File: config.mk
export PLATFORM = sky130hd
export DESIGN_NAME = regfile_scoreboard_flat
export DESIGN_NICKNAME = d
export VERILOG_FILES = /design/src/rtl/regfile_pkg.sv /design/src/rtl/regfile_scoreboard_if.sv /design/src/rtl/rf_read_port.sv /design/src/rtl/regfile_scoreboard.sv /design/src/flat_wrapper.sv
export SDC_FILE = /design/constraint.sdc
export NUM_CORES = 2
export LEC_CHECK = 0
export CORE_ASPECT_RATIO = 1.2
export CORE_MARGIN = 1.5
export CORE_UTILIZATION = 55
export CTS_CLUSTER_DIAMETER = 120
export DETAILED_ROUTE_END_ITERATION = 10
export GPL_TIMING_DRIVEN = 1
export PLACE_DENSITY = 0.85
export RECOVER_POWER = 100
export SKIP_CTS_REPAIR_TIMING = 1
export SLEW_MARGIN = 20
export SYNTH_ARGS = -nofsm -noshare
export SYNTH_HDL_FRONTEND = slang
export SYNTH_SLANG_ARGS = --single-unit
File: constraint.sdc
create_clock -name clk -period 3.6 [get_ports clk]
set_input_delay 0.36 -clock clk [delete_from_list [all_inputs] [get_ports clk]]
set_output_delay 0.36 -clock clk [all_outputs]
set_load 0.02 [all_outputs]
File: src/rtl/regfile_pkg.sv
// Shared constants and helpers for the scoreboarded register file.
// The counter helper encodes one cycle's net change in pending writes.
package regfile_pkg;

    localparam int DATA_W_DEF = 32;
    localparam int ADDR_W_DEF = 5;
    localparam int ZERO_ADDR  = 0;

    function automatic logic signed [1:0] popcount_delta(input logic set, input logic clr);
        logic signed [1:0] delta;
        case ({set, clr})
            2'b10:   delta = 2'sb01;
            2'b01:   delta = 2'sb11;
            default: delta = 2'sb00;
        endcase
        return delta;
    endfunction

endpackage

File: src/rtl/regfile_scoreboard_if.sv
// Issue, read and writeback signals between the pipeline and the scoreboarded
// register file. The master side is the pipeline and the slave side is the register file.
interface regfile_scoreboard_if #(
    parameter int DATA_W = 32,
    parameter int ADDR_W = 5,
    parameter int NUM_RD = 2
);
    logic [NUM_RD*ADDR_W-1:0] rd_addr;
    logic [NUM_RD*DATA_W-1:0] rd_data;
    logic [NUM_RD-1:0]        rd_busy;
    logic                     wr_en;
    logic [ADDR_W-1:0]        wr_addr;
    logic [DATA_W-1:0]        wr_data;
    logic                     issue_en;
    logic [ADDR_W-1:0]        issue_addr;
    logic                     issue_ok;
    logic [ADDR_W:0]          pending_cnt;

    modport master (
        output rd_addr, wr_en, wr_addr, wr_data, issue_en, issue_addr,
        input  rd_data, rd_busy, issue_ok, pending_cnt
    );

    modport slave (
        input  rd_addr, wr_en, wr_addr, wr_data, issue_en, issue_addr,
        output rd_data, rd_busy, issue_ok, pending_cnt
    );
endinterface

File: src/rtl/rf_read_port.sv
// One combinational read port: stored value and busy bit, optional forwarding
// of the same-cycle writeback, hardwired zero register.
module rf_read_port
    import regfile_pkg::*;
#(
    parameter int DATA_W   = DATA_W_DEF,
    parameter int ADDR_W   = ADDR_W_DEF,
    parameter int BYPASS   = 1,
    parameter int ZERO_REG = 1
) (
    input  logic [ADDR_W-1:0]      rd_addr,
    input  logic [DATA_W-1:0]      mem [2**ADDR_W],
    input  logic [2**ADDR_W-1:0]   busy,
    input  logic                   wr_legal,
    input  logic [ADDR_W-1:0]      wr_addr,
    input  logic [DATA_W-1:0]      wr_data,
    output logic [DATA_W-1:0]      rd_data,
    output logic                   rd_busy
);

    logic is_zero_s;
    logic hit_s;

    // Select between zero register, forwarded writeback and stored state.
    always_comb begin
        is_zero_s = (ZERO_REG != 0) && (rd_addr == ADDR_W'(ZERO_ADDR));
        hit_s     = (BYPASS != 0) && wr_legal && (wr_addr == rd_addr);
        rd_data   = '0;
        rd_busy   = 1'b0;
        if (is_zero_s) begin
            rd_data = '0;
            rd_busy = 1'b0;
        end else if (hit_s) begin
            rd_data = wr_data;
            rd_busy = 1'b0;
        end else begin
            rd_data = mem[rd_addr];
            rd_busy = busy[rd_addr];
        end
    end

endmodule

File: src/rtl/regfile_scoreboard.sv
// Parametrised register file with per-register busy bits for in-order issue:
// issue marks a destination pending, writeback stores data and clears it.
module regfile_scoreboard
    import regfile_pkg::*;
#(
    parameter int DATA_W   = DATA_W_DEF,
    parameter int ADDR_W   = ADDR_W_DEF,
    parameter int NUM_RD   = 2,
    parameter int BYPASS   = 1,
    parameter int ZERO_REG = 1
) (
    input  logic               clk,
    input  logic               rst,
    regfile_scoreboard_if.slave bus
);

    localparam int DEPTH = 2**ADDR_W;

    logic [DATA_W-1:0] mem_q [DEPTH];
    logic [DATA_W-1:0] mem_d [DEPTH];
    logic [DEPTH-1:0]  busy_q;
    logic [DEPTH-1:0]  busy_d;
    logic [ADDR_W:0]   pending_cnt_q;
    logic [ADDR_W:0]   pending_cnt_d;

    logic wr_legal_s;
    logic issue_legal_s;
    logic wr_hit_issue_s;
    logic issue_ok_s;
    logic issue_set_s;
    logic cnt_set_s;
    logic cnt_clr_s;

    // Hazard check and the set/clear events that move the pending counter.
    always_comb begin
        wr_legal_s     = bus.wr_en &&
                         !((ZERO_REG != 0) && (bus.wr_addr == ADDR_W'(ZERO_ADDR)));
        issue_legal_s  = !((ZERO_REG != 0) && (bus.issue_addr == ADDR_W'(ZERO_ADDR)));
        wr_hit_issue_s = wr_legal_s && (bus.wr_addr == bus.issue_addr);
        issue_ok_s     = bus.issue_en && (!busy_q[bus.issue_addr] || wr_hit_issue_s);
        issue_set_s    = issue_ok_s && issue_legal_s;
        cnt_set_s      = issue_set_s && !busy_q[bus.issue_addr];
        // A writeback whose register is re-claimed in the same cycle stays pending.
        cnt_clr_s      = wr_legal_s && busy_q[bus.wr_addr] &&
                         !(issue_set_s && (bus.issue_addr == bus.wr_addr));
    end

    // Next state of storage, busy bits and counter; issue wins over writeback.
    always_comb begin
        pending_cnt_d = pending_cnt_q;
        busy_d        = busy_q;
        for (int i = 0; i < DEPTH; i++) begin
            mem_d[i] = mem_q[i];
        end
        if (rst) begin
            for (int i = 0; i < DEPTH; i++) begin
                mem_d[i] = '0;
            end
            busy_d        = '0;
            pending_cnt_d = '0;
        end else begin
            for (int i = 0; i < DEPTH; i++) begin
                mem_d[i]  = (wr_legal_s && (bus.wr_addr == ADDR_W'(i))) ? bus.wr_data : mem_q[i];
                busy_d[i] = (issue_set_s && (bus.issue_addr == ADDR_W'(i))) ? 1'b1 :
                            (wr_legal_s && (bus.wr_addr == ADDR_W'(i))) ? 1'b0 : busy_q[i];
            end
            case (popcount_delta(cnt_set_s, cnt_clr_s))
                2'sb01:  pending_cnt_d = pending_cnt_q + (ADDR_W+1)'(1);
                2'sb11:  pending_cnt_d = pending_cnt_q - (ADDR_W+1)'(1);
                default: pending_cnt_d = pending_cnt_q;
            endcase
        end
    end

    // State registers.
    always_ff @(posedge clk) begin
        mem_q         <= mem_d;
        busy_q        <= busy_d;
        pending_cnt_q <= pending_cnt_d;
    end

    assign bus.issue_ok    = issue_ok_s;
    assign bus.pending_cnt = pending_cnt_q;

    for (genvar g = 0; g < NUM_RD; g++) begin : g_rd
        rf_read_port #(
            .DATA_W   (DATA_W),
            .ADDR_W   (ADDR_W),
            .BYPASS   (BYPASS),
            .ZERO_REG (ZERO_REG)
        ) u_port (
            .rd_addr  (bus.rd_addr[g*ADDR_W +: ADDR_W]),
            .mem      (mem_q),
            .busy     (busy_q),
            .wr_legal (wr_legal_s),
            .wr_addr  (bus.wr_addr),
            .wr_data  (bus.wr_data),
            .rd_data  (bus.rd_data[g*DATA_W +: DATA_W]),
            .rd_busy  (bus.rd_busy[g])
        );
    end

endmodule

File: src/flat_wrapper.sv
// flat-port wrapper written by rule: the top's interface ports become plain ports
module regfile_scoreboard_flat import regfile_pkg::*;
#(
    parameter int DATA_W   = DATA_W_DEF,
    parameter int ADDR_W   = ADDR_W_DEF,
    parameter int NUM_RD   = 2,
    parameter int BYPASS   = 1,
    parameter int ZERO_REG = 1
)
  (clk, rst, bus_rd_addr, bus_wr_en, bus_wr_addr, bus_wr_data, bus_issue_en, bus_issue_addr, bus_rd_data, bus_rd_busy, bus_issue_ok, bus_pending_cnt);
  regfile_scoreboard_if #(.DATA_W(DATA_W), .ADDR_W(ADDR_W), .NUM_RD(NUM_RD)) bus_i ();
  input  logic clk;
  input  logic rst;
  input wire logic [$bits(bus_i.rd_addr)-1:0] bus_rd_addr;
  input wire logic [$bits(bus_i.wr_en)-1:0] bus_wr_en;
  input wire logic [$bits(bus_i.wr_addr)-1:0] bus_wr_addr;
  input wire logic [$bits(bus_i.wr_data)-1:0] bus_wr_data;
  input wire logic [$bits(bus_i.issue_en)-1:0] bus_issue_en;
  input wire logic [$bits(bus_i.issue_addr)-1:0] bus_issue_addr;
  output wire logic [$bits(bus_i.rd_data)-1:0] bus_rd_data;
  output wire logic [$bits(bus_i.rd_busy)-1:0] bus_rd_busy;
  output wire logic [$bits(bus_i.issue_ok)-1:0] bus_issue_ok;
  output wire logic [$bits(bus_i.pending_cnt)-1:0] bus_pending_cnt;
  assign bus_i.rd_addr = bus_rd_addr;
  assign bus_i.wr_en = bus_wr_en;
  assign bus_i.wr_addr = bus_wr_addr;
  assign bus_i.wr_data = bus_wr_data;
  assign bus_i.issue_en = bus_issue_en;
  assign bus_i.issue_addr = bus_issue_addr;
  assign bus_rd_data = bus_i.rd_data;
  assign bus_rd_busy = bus_i.rd_busy;
  assign bus_issue_ok = bus_i.issue_ok;
  assign bus_pending_cnt = bus_i.pending_cnt;
  regfile_scoreboard #(.DATA_W(DATA_W), .ADDR_W(ADDR_W), .NUM_RD(NUM_RD), .BYPASS(BYPASS), .ZERO_REG(ZERO_REG)) u_core (.clk(clk), .rst(rst), .bus(bus_i));
endmodule
Word-level counts from Yosys, hierarchy flattened
Cells that the tools add are included.
{ "classes": {"addsub": 2, "order_cmp": 6, "n_eq_ne": 70, "mux": 89, "bitwise_logic": 2, "reduce_logical": 116} }
{ "ops": {"columns": ["operator", "count"], "rows": [
  ["$bmux W32 S5", 2],
  ["$mux W32", 8],
  ["$eq A5 B5 Y1 const B", 32],
  ["$eq A5 B4 Y1 const B", 16],
  ["$logic_and A1 B1 Y1", 74],
  ["$mux W1", 72],
  ["$reduce_bool A2 Y1", 33],
  ["$eq A5 B3 Y1 const B", 8],
  ["$lt A5 B6 Y1 const B", 4],
  ["$bmux W1 S5", 4],
  ["$eq A5 B2 Y1 const B", 4],
  ["$eq A5 B5 Y1", 4],
  ["$logic_not A5 Y1", 4],
  ["$ge A6 B6 Y1 const B", 2],
  ["$not A5 Y6", 2],
  ["$pmux W6 S2", 1],
  ["$eq A5 B1 Y1 const B", 2],
  ["$add A6 B1 Y6 const B", 1],
  ["$sub A6 B1 Y6 const B", 1],
  ["$eq A2 B1 Y1 const B", 2],
  ["$eq A2 B2 Y1 const B", 2],
  ["$logic_not A1 Y1", 4],
  ["$pmux W2 S2", 1],
  ["$mux W2", 1],
  ["$logic_or A1 B1 Y1", 1]
]} }
{ "word_totals": {"regBits": 1062, "in_bits": 56, "wordCells": 350} }

Depth between registers and ports, before layout
{ "logic_depth": {"word_depth": 15, "mapped_depth": 16} }

Cells and area by module
A second synthesis with hierarchy kept.
{ "hier_totals": {"cells_unflattened": 6373, "area_unflattened_um2": 55578.3} }
{ "modules_own_cells": {"columns": ["module", "instances", "cells_per_inst", "area_each_um2", "seq_area_each_um2"], "rows": [
  ["regfile_scoreboard", 1, 4773, 37588.6, 21260.4],
  ["rf_read_port", 2, 800, 8994.9, 0.0]
]} }

Worst setup path after synthesis
No wires, ideal clock.
{ "synth_path": {"kind": "input port to flip-flop", "from": "in bus_wr_addr[0]", "to": "reg u_core.pending_cnt_q[5] (netlist: u_core.bus.pending_cnt[5])", "t_arrival_ns": 3.711, "setup_slack_ns": -0.232, "path_stages": 13, "n_path_buf": 2, "path_cell_list": "buf_2 -> buf_2 -> mux4_2 -> mux4_2 -> mux2i_1 -> a211oi_1 -> ha_1 -> ha_1 -> a21o_1 -> a21o_1 -> a2111o_1 -> o211ai_1 -> mux2_2"} }
{ "synth_between": {"elab_chain_cells": 15, "elab_cells_between_ends": 24, "cone_classes": "eq/ne (6); mux (5); reduce/logical (13)"} }
{ "synth_lines": {"columns": ["item", "line_no", "source"], "rows": [
  ["start: declaration", "flat_wrapper.sv:16", "input wire logic [$bits(bus_i.wr_addr)-1:0] bus_wr_addr;"],
  ["branches (longest 11 deep; another with $bmux W1 S5)", null, null],
  ["$pmux W2 S2 (*)", "regfile_pkg.sv:11", "case ({set, clr})"],
  ["$mux W2 (*)", "regfile_scoreboard.sv:55", "if (rst) begin"],
  ["$eq A2 B2 Y1 / $eq A2 B1 Y1 (equally long branches)", "regfile_scoreboard.sv:67", "case (popcount_delta(cnt_set_s, cnt_clr_s))"],
  ["$pmux W6 S2 / $reduce_bool A2 Y1 (equally long branches)", null, null],
  ["end signal: assignment", "regfile_scoreboard.sv:79", "pending_cnt_q <= pending_cnt_d;"],
  ["end: declaration", "regfile_scoreboard.sv:23", "logic [ADDR_W:0] pending_cnt_q;"]
]} }
Mark *: on every way between the ends. The select of a mux whose other input is x is not followed.
A chain may end at the register's enable or synchronous reset.

Worst setup path after layout
{ "layout_path": {"from": "in bus_wr_addr[0]", "to": "reg u_core.mem_q[510] in the netlist's numbering"} }
{ "layout_between": {"elab_chain_cells": 4, "elab_cells_between_ends": 5, "cone_classes": "eq/ne (1); reduce/logical (4)"} }
{ "layout_lines": {"columns": ["item", "line_no", "source"], "rows": [
  ["$logic_not A5 Y1", "regfile_scoreboard.sv:37", "!((ZERO_REG != 0) && (bus.wr_addr == ADDR_W'(ZERO_ADDR)));"],
  ["$logic_not A1 Y1", "regfile_scoreboard.sv:37", null],
  ["$logic_and A1 B1 Y1", "regfile_scoreboard.sv:36", "wr_legal_s = bus.wr_en &&"],
  ["$logic_and A1 B1 Y1 (*)", "regfile_scoreboard.sv:63", "mem_d[i] = (wr_legal_s && (bus.wr_addr == ADDR_W'(i))) ? bus.wr_data : mem_q[i];"],
  ["end signal: assignment", "regfile_scoreboard.sv:77", "mem_q <= mem_d;"],
  ["end: declaration", "regfile_scoreboard.sv:19", "logic [DATA_W-1:0] mem_q [DEPTH];"]
]} }
Every way passes the cells marked *; elsewhere a longest branch is shown, timed or not.

==> metrics.md <==
| Metric | Value |
|---|---|
| P_int | around 19 mW |
| Switching part of the total power | 0.256 |
| P_leak | 20.6 nW |
| Per-instance average area after synthesis | ~9 um^2 |
| Via count | ~52000 |
| Comb power frac | 0.097 |
| Number of search-and-repair iterations in the first detailed-routing pass | 11 |
| Number of core rows | 126 |
| Worst hold slack | roughly 0.46 ns |
| Final worst slack | -0.0191 ns |
| Period utilisation layout | 1.01 |
| Worst-skew pair later-pin latency | approximately 0.70 ns |
| Hold Crit Class | reg2reg |
| Largest fanout on the critical path | 22 |
| Final Wtd Congestion | 0.957 |
| Sw Pwr | ~6.6 mW |
| Post-Synth XOR/XNOR Area | 0.00286 |
| H-tree depth reported by CTS | 3 |
| Share of final-layout standard cells stronger than drive strength 1 | 0.193 |
| Number of violations reported at the end of detailed-routing iteration 0 | roughly 9400 |
| Final setup vio count | 3 |
| Global-route wire length before repair | just over 300 mm |
| Maximum root-to-sink buffer count | 3 |
| Final hold vios | 0 |
| Post-Synthesis Cell Area | around 55000 um^2 |
| Clock edge transition at the registers on the reported setup and hold paths | roughly 0.070 ns |
| Ratio of total power to cell area | just over 400 nW/um^2 |
| Number of max-capacitance violations reported | 24 |
| Number of nets in the finished design | between 5000 and 6000 |
| Pin count of the biggest net entering global routing | around 160 |
| Simple-Gate Fraction of Synth Area | 0.170 |
| Critical path arrival | around 4.2 ns |
| Required time of the critical path | about 4.2 ns |
| Shortest period the worst path allows | 3.62 ns |
| Synthesized netlist net count | just over 6000 |
| Detail Route Antenna Nets | 0 |
| Yosys reg bits | 1062 |
| Max VDD drop | around 0.4 mV |
| Routed wirelength normalized by instance count | 28.1 um |
| Total GRT Usage | 0.392 |
| Worst-Margin Slew | 2.26 ns |
| Port bufs | around 130 |
| Master cell of the clock root buffer | clkbuf_16 |
| Power share of the sequential group | 0.462 |
| Die outline width | 292 um |
| Clk_skew | ~0.05 ns |
| Clock sinks | roughly 1100 |
| Number of remaining DRC errors | 3 |
| CTS buffer count | 100 |
| Sequential area share after synthesis | 0.386 |
| Setup crit end kind | register |
| Headroom to the max-slew limit | -0.509 |
| Final Max Slew Viols | about 1100 |
| HPWL after DPL | roughly 120 mm |
| Vias in the first global route | ~51000 |
| Total wire length | roughly 200 mm |
| Total of warnings raised by yosys | 0 |
| GRT overflow | 0 |
| Vias per std cell | just over 7 |
| Main combinational cell family by area after synthesis | multiplexers |
| Fraction of power consumed by the clock network | 0.441 |
| I/O pins | 129 |
| Kind of launch point of the worst setup path | input pin |
| Vertical die dimension | roughly 350 um |
| Starting utilization of the core area | 0.557 |
| Synth-to-layout area growth | 13.0% |
| Area of the placeable core | between 90000 and 100000 um^2 |
| DIE AREA | ~100000 um^2 |
| Result of the run | complete, but fails checks |
| Compound-cell area share of the yosys netlist | 0.123 |
| TritonCTS clock tree | yes |
| Unique cell type count in the Yosys netlist | 41 |
| Failing checks | design-rule violations, max-capacitance violations, max-slew violations, negative setup slack |
| Total power of the final layout | roughly 26 mW |
| WS Path Type | in2reg |
| Post-synthesis share of cell area spent on full adders, half adders and majority gates | 0.00150 |
| Synthesized instance count | 5989 |
| Achievable clock frequency | 0.276 GHz |
| Initial antenna violation count | 16 |
| Portion of netlist area occupied by mux cells | 0.265 |
==> Yosys cell counts (all sizes together) <==
library cell     n  area, um^2
dfxtp         1062       21300
nand3           17        85.1
a22oi            5        37.5
nor2b          170        1060
o41ai            1        27.5
and4             1        8.76
a211oi          63         473
mux2             1        11.3
mux2i           71         711
or2              1        6.26
fa               1        20.0
o211ai           1        7.51
nand3b          37         278
nor2            51         191
a221o           62         621
a21oi         1060        5310
xnor2           12         105
nand4            3        18.8
or3b             1        8.76
or4              3        22.5
xor2             6        52.6
ha               5        62.6
o21ai            3        15.0
buf            128         817
o31ai           33         248
nor3             9        45.0
nand2b           7        43.8
o31a             1        8.76
nand2         2027        7610
or3              1        6.26
o22a             1        8.76
inv              4        15.0
clkbuf         520        1990
o21a             3        22.5
mux4           615       13900
a21o             2        15.0
a2111o           1        11.3
==> power groups by stage <==
stage / sequential (mW) / combinational (mW) / clock [mW]
after global routing: 11.9 / 2.53 / 11.8
after global placement: 12.2 / 2.35 / 0
after CTS: 11.9 / 2.39 / 11.3
after floorplan: 12.1 / 1.48 / 0
after detailed placement: 12.2 / 2.38 / 0
final: 11.9 / 2.49 / 11.4
==> per-layer routing <==
metal | vias up | global-route usage | routed length, um
met5 | - | 0 | 138
met1 | 24316 | 0.441 | 62400
met3 | 1629 | 0.155 | 33500
met2 | 5028 | 0.582 | 87900
li1 | 20891 | - | -
met4 | 20 | 0.338 | 20800
==> cells by family (layout without fill, tap and decap cells) <==
logic type	after synthesis	count (layout)
AND/OR/NAND/NOR	2328	2328
AO/OA/AOI/OAI	1236	1236
flip-flops	1062	1062
multiplexers	687	687
buffers and inverters	652	664
XOR/XNOR	18	18
adder cells (fa/ha/maj)	6	6
other	0	7
==> area by class of cell <==
class	count	area [um^2]
antenna	7	17.5
clock buffer	154	3050
clock inverter	34	474
fill	6988	36600
inverter	4	15.0
multi-input combinational	4275	31300
sequential	1062	21300
tap	1280	1600
timing repair buffer	472	4540
==> critical path, cell delays in order <==
cell and delay, ns:
clkdlybuf4s50_1 0.40, buf_4 0.17, buf_6 0.17, nor2_1 0.36
nand3_1 0.28, nor2_1 1.27, clkbuf_2 0.84, nand2_1 0.13
a21oi_1 0.16
==> through the flow <==
stage / setup slack [ns] / util / area [um^2] / cells / setup TNS [ns]
3_5_place_dp: -0.463 / 0.597 / 59000 / 7089 / -5.51
2_1_floorplan: 0.0174 / - / 55100 / 5989 / 0
4_1_cts: -0.251 / 0.632 / 62500 / 7277 / -5.73
6_report: -0.0191 / 0.630 / 62300 / 7288 / -0.0419
5_1_grt: -0.0625 / 0.630 / 62200 / 7282 / -0.292
3_3_place_gp: -0.487 / 0.597 / 59000 / 7089 / -5.11
==> path summary, 6_finish.rpt <==
check                                 startpoint                                     end  slack [ns]  cells after the start
hold reg to reg   u_core.mem_q[421]$_SDFFE_PP0P_          u_core.mem_q[421]$_SDFFE_PP0P_        0.46                      2
hold / removal    u_core.mem_q[421]$_SDFFE_PP0P_          u_core.mem_q[421]$_SDFFE_PP0P_        0.46                      2
setup / recovery                  bus_wr_addr[0]          u_core.mem_q[510]$_SDFFE_PP0P_       -0.02                      9
setup reg to reg   u_core.busy_q[5]$_SDFFE_PP0P_  u_core.bus.pending_cnt[4]$_SDFFE_PP0P_        0.11                     12
==> layout by cell type, fill, tap and decap left out, types with 31 or more instances in the layout <==
cell and count:
a221o_1 62, nor2_1 32, nor2b_1 170, buf_4 235, a211oi_1 60, clkbuf_16 103, dfxtp_1 1062, buf_12 60
mux4_2 615, mux2i_1 71, o31ai_1 31, nand2_1 2016, clkdlybuf4s50_1 85, a21oi_1 1059, clkbuf_1 54, nand3b_1 37
==> sequential cells by signal, summed over array words and instances, names as in the netlist <==
signal                  cells
u_core.bus.pending_cnt      6
u_core.busy_q              32
u_core.mem_q             1024
Power figures use the tool's default switching activity.
